<file path="src/rtl/usb_ahb_lite_satellite.sv">
// AHB-Lite zero-wait-state register satellite for the USB transceiver:
// DATA buffer, write/error counters, CTRL with inverted shadow, and a FLUSH strobe.
module usb_ahb_lite_satellite (
  input  logic        clk,
  input  logic        n_rst,
  input  logic        hsel,
  input  logic [1:0]  htrans,
  input  logic [3:0]  haddr,
  input  logic        hsize,
  input  logic        hwrite,
  input  logic [31:0] hwdata,
  output logic [31:0] hrdata,
  output logic        hresp
);

  logic        vld_d, vld_q;
  logic [3:0]  addr_d, addr_q;
  logic        size_d, size_q;
  logic        write_d, write_q;
  logic [31:0] data_d, data_q;
  logic [15:0] wcount_d, wcount_q;
  logic [15:0] ecount_d, ecount_q;
  logic [7:0]  ctrl_d, ctrl_q;

  logic        err;
  logic        wr_ok;
  logic        rd_ok;
  logic [31:0] lane_mask;
  logic [31:0] word;

  // Legality of the access captured in the previous address phase.
  always_comb begin
    err = 1'b1;
    if (!size_q) begin
      case (addr_q)
        4'h0, 4'h1, 4'h2, 4'h3, 4'h8, 4'hC: err = 1'b0;
        4'h4, 4'h5, 4'h6, 4'h7, 4'h9:       err = write_q;
        default:                            err = 1'b1;
      endcase
    end else if (!addr_q[0]) begin
      case (addr_q)
        4'h0, 4'h2: err = 1'b0;
        4'h4, 4'h6: err = write_q;
        default:    err = 1'b1;
      endcase
    end
  end

  always_comb begin
    if (size_q) lane_mask = addr_q[1] ? 32'hFFFF_0000 : 32'h0000_FFFF;
    else        lane_mask = 32'h0000_00FF << {addr_q[1:0], 3'b000};

    case (addr_q[3:2])
      2'd0:    word = data_q;
      2'd1:    word = {ecount_q, wcount_q};
      2'd2:    word = {16'h0000, ~ctrl_q, ctrl_q};
      default: word = 32'h0000_0000;
    endcase

    wr_ok  = vld_q && !err && write_q;
    rd_ok  = vld_q && !err && !write_q;
    hrdata = rd_ok ? (word & lane_mask) : 32'h0000_0000;
    hresp  = vld_q && err;
  end

  always_comb begin
    vld_d   = hsel && (htrans == 2'b10 || htrans == 2'b11);
    addr_d  = haddr;
    size_d  = hsize;
    write_d = hwrite;

    data_d = data_q;
    ctrl_d = ctrl_q;
    if (wr_ok && addr_q[3:2] == 2'd0) data_d = (data_q & ~lane_mask) | (hwdata & lane_mask);
    if (wr_ok && addr_q == 4'h8)      ctrl_d = hwdata[7:0];
    if (wr_ok && addr_q == 4'hC && hwdata[0]) data_d = 32'h0000_0000;

    wcount_d = wcount_q + 16'(wr_ok);
    ecount_d = ecount_q + 16'(hresp);
  end

  always_ff @(posedge clk) begin
    if (n_rst) begin
      vld_q    <= 1'b0;
      data_q   <= 32'h0000_0000;
      wcount_q <= 16'h0000;
      ecount_q <= 16'h0000;
      ctrl_q   <= 8'h00;
    end else begin
      vld_q    <= vld_d;
      data_q   <= data_d;
      wcount_q <= wcount_d;
      ecount_q <= ecount_d;
      ctrl_q   <= ctrl_d;
    end
  end

  // Address-phase attributes are qualified by vld_q, so they need no reset.
  always_ff @(posedge clk) begin
    addr_q  <= addr_d;
    size_q  <= size_d;
    write_q <= write_d;
  end

endmodule

</file>
<file path="config.mk">
export PLATFORM = sky130hd
export DESIGN_NAME = usb_ahb_lite_satellite
export DESIGN_NICKNAME = d
export VERILOG_FILES = /design/src/rtl/usb_ahb_lite_satellite.sv
export SDC_FILE = /design/constraint.sdc
export NUM_CORES = 1
export LEC_CHECK = 0
export CORE_UTILIZATION = 43
export CTS_BUF_LIST = sky130_fd_sc_hd__clkbuf_2 sky130_fd_sc_hd__clkbuf_4 sky130_fd_sc_hd__clkbuf_8
export CTS_CLUSTER_SIZE = 12
export DETAILED_ROUTE_END_ITERATION = 8
export GPL_TIMING_DRIVEN = 0
export PLACE_DENSITY = 0.79
export SLEW_MARGIN = 20
export SYNTH_ARGS = -nofsm -noshare
export SYNTH_HDL_FRONTEND = slang
export SYNTH_SLANG_ARGS = --single-unit
</file>
<file path="constraint.sdc">
create_clock -name clk -period 7.2 [get_ports clk]
set_input_delay 1.44 -clock clk [delete_from_list [all_inputs] [get_ports clk]]
set_output_delay 1.44 -clock clk [all_outputs]
set_load 0.05 [all_outputs]
</file>
==> results.json, run 1 <==
{
  "wl_um": 9200,
  "overflow": 0,
  "final_cell_area_um2": 4900,
  "leakage_nw": 1.87,
  "ys_seq_area_share_pct": 41.3,
  "final_util_pct": 56.4,
  "reg2reg_from": "addr_q[2]",
  "synthFlopType": "dfxtp_1",
  "cts_made_buffers": 9,
  "place_area_um2": 4700,
  "grt_pass1_wl_um": 14800,
  "timing.fmax_mhz": 232,
  "path_max_fanout": 10,
  "yosys.area.top_type": "dfxtp_1",
  "cts_tree": "yes",
  "ioPinCount": 76,
  "fill_cells": 796,
  "crit_family": "buffers and inverters",
  "hold_viol_final": 0,
  "ys_types": 46,
  "synthArstFlopShare_pct": 0,
  "synth_top_family_by_area": "simple AND/OR/NAND/NOR gates",
  "ir_worst_vdd_uv": 131,
  "worst_pin_slew_ns": 0.556,
  "rsz0062_at_grt": "no",
  "clk_latency_ns": 0.37,
  "critPathBufInv": 3,
  "synthAdderAreaFrac_pct": 1.31,
  "ctsHoldBuffers": 0,
  "drv_slew": 0,
  "grt_pass1_vias": 3243,
  "worstReg2RegEnd": "ecount_q[14]",
  "drtIter0Drc": 164,
  "cts_sinks": 79,
  "synth_fp_nets": 477,
  "fin_nets": 561,
  "synthSimpleGateAreaFrac_pct": 23.8,
  "synth_edf_count": 0,
  "avgSynthCellArea_um2": 8.91,
  "yosys_warnings": 0,
  "outcome": "completed",
  "die-width_um": 96.4,
  "muxShareOfSynthArea_pct": 17.0,
  "grt_antenna_before_repair": 0,
  "path_clk_slew_ns": 0.08,
  "min_path_cells": 2,
  "place_congestion": 0.890,
  "arrival_ns": 2.86,
  "synth-seq-cells": 79,
  "fin_tns_setup_ns": 0,
  "setup_violations": 0,
  "synthDominantCellAreaShare_pct": 41.3,
  "timing.final.crit_share_pct": 59.8,
  "drc": 0,
  "h-tree-depth": 3,
  "diodes": 0,
  "viasPerCell": 5.31,
  "reg2reg_depth": 11,
  "start_util_pct": 44.1,
  "synthCells": 430,
  "core_um2": 8680,
  "critical-path-max-stage-delay_ns": 0.82,
  "dp.final_hpwl_um": 6850,
  "via_count": 3331,
  "synth_compound_area_share_pct": 7.42,
  "slew_headroom_pct": 63.0,
  "syn_area_um2": 3830,
  "cts_resized": 0,
  "dr.pass1.iters": 4,
  "detail-route-antenna-nets": 0,
  "grt_usage_pct": 21.0,
  "yosys.area_share.xor_xnor_pct": 4.34,
  "die_area_um2": 9290,
  "ys_top_cells_by_area": "dfxtp_1 41%, mux2i_1 17%, nor2_1 8.4%",
  "cp_data_required_time_ns": 5.76,
  "io_buffers": 73,
  "powerDensity_nw_per_um2": 172,
  "root_buffer": "clkbuf_8",
  "post_cts_buffers": 0,
  "skew_ns": 0.0125,
  "cp_cell_sequence": "clkbuf_1, nor2_1, clkbuf_1, nand4b_1, nor2_1, clkdlybuf4s50_1",
  "worstHoldPathType": "flop to flop",
  "drive_gt1_share_pct": 8.29,
  "crit_slowest_cell": "clkdlybuf4s50_1",
  "wire_per_inst_um": 14.7,
  "fin_crit_ns": 4.30,
  "drv_cap": 0,
  "setup.worst_path.class": "flop to output pin",
  "die_y_um": 96.4,
  "grt_max_degree": 14,
  "reg2reg_slack_ns": 4.33,
  "startpoint_type": "flop",
  "cts.path.max_buffers": 2,
  "synthToLayoutAreaGrowth_pct": 27.9,
  "worst_setup_path_end_kind": "output pin",
  "placementRows": 34
}
[kinds of logic (layout without fill, tap and decap cells)]
kind of cell	count (synthesis)	after routing
buf+inv	31	120
compound gates	51	51
fa+ha+maj	4	4
xor+xnor	19	19
simple gates	181	181
flops	79	79
mux	65	65
[worst max path at each step]
stage | slack (ns) | from | cells past startpoint | to
after global placement | 3.34 | addr_q[1] | 6 | hrdata[7]
after CTS | 2.90 | addr_q[1] | 6 | hrdata[4]
after detailed placement | 3.30 | addr_q[1] | 6 | hrdata[4]
after floorplan | 3.90 | addr_q[1] | 5 | hrdata[0]
final | 2.90 | addr_q[1] | 6 | hrdata[5]
after global routing | 2.70 | addr_q[1] | 6 | hrdata[6]
[power breakdown]
group	leakage [nW]	switching, mW	internal, mW
Clock	0.107	0.162	0.173
Sequential	0.639	0.00267	0.439
Combinational	1.12	0.0297	0.0349
[area by class of cell]
type	instances	area (µm²)	share of cell area, %
tap	108	135	2.76
inverter	2	7.51	0.153
buffer	29	176	3.60
clock inverter	5	57.6	1.17
sequential	79	1580	32.3
multi-input combinational	320	2060	42.1
timing repair buffer	73	731	14.9
clock buffer	11	145	2.96
[stage by stage]
step	setup WS, ns	hold slack, ns	cells	power [mW]
2_1_floorplan	3.90	0.436	430	0.484
3_3_place_gp	3.34	0.446	611	0.516
3_5_place_dp	3.30	0.446	611	0.517
4_1_cts	2.90	0.458	627	0.846
5_1_grt	2.70	0.483	627	0.870
6_report	2.90	0.456	627	0.842
[synthesized netlist by cell type, types with 2 or more instances]
master	count
nand3_2	3
xor2_1	9
clkbuf_1	9
nand2_1	20
buf_2	12
mux2i_1	64
and3_1	3
ha_1	4
o22ai_1	8
clkbuf_2	2
a21oi_1	27
buf_4	3
and2_1	10
dfxtp_1	79
nor2b_1	5
nand3_1	17
nor2_1	86
nand2b_1	2
nor4_1	5
xnor2_1	10
o21ai_0	10
a22oi_1	2
nor3_1	3
or3_1	8
inv_1	2
nand4_1	7
[metal layers]
metal | vias to the layer above | GRT usage [%] | routed length (µm)
li1 | 1658 | - | -
met3 | 17 | 5.32 | 617
met1 | 1564 | 25.9 | 4010
met2 | 92 | 34.8 | 4350
met5 | - | 0 | 0
met4 | 0 | 9.19 | 212
[worst reg2reg max path, stage by stage, from the launching register on]
cell	delay, ns
dfxtp_1	0.37
buf_2	0.27
buf_2	0.37
a22oi_1	0.15
nand2_1	0.12
and2_1	0.17
ha_1	0.19
ha_1	0.22
nand2_1	0.16
or3_1	0.35
or3_1	0.31
a21oi_1	0.14
[cells in the final DEF (no fill, tap or decap), types with 9 or more instances in the layout]
cell type and n:
nor2_1 86, dfxtp_1 79, clkdlybuf4s50_1 73, mux2i_1 64
a21oi_1 27, nand2_1 20, nand3_1 17, buf_2 12
clkbuf_8 11, o21ai_0 10, and2_1 10, xnor2_1 10
clkbuf_1 9, xor2_1 9
Power figures use the tool's default switching activity.
==> run 2, diff against run 1 <==
- clock period: 7.2 -> 4 ns (I/O delays scaled with it)
==> results of run 2 <==
Same layout as run 1 (identical final DEF). Status: completed.
Main changes from that run: setup slack after placement 3.30 ns -> 0.738 ns; setup slack after layout 2.90 ns -> 0.336 ns; register-to-register setup slack 4.33 ns -> 1.13 ns; total power 0.842 mW -> 1.52 mW; worst IR drop on VDD 131 µV -> 236 µV
==> run 3, diff against run 2 <==
- SLEW_MARGIN: 20 -> not set
==> results of run 3 <==
Same layout as run 1 (identical final DEF). Status: completed.
Main changes from that run: setup slack after placement 3.30 ns -> 0.738 ns; setup slack after layout 2.90 ns -> 0.336 ns; register-to-register setup slack 4.33 ns -> 1.13 ns; total power 0.842 mW -> 1.52 mW; worst IR drop on VDD 131 µV -> 236 µV
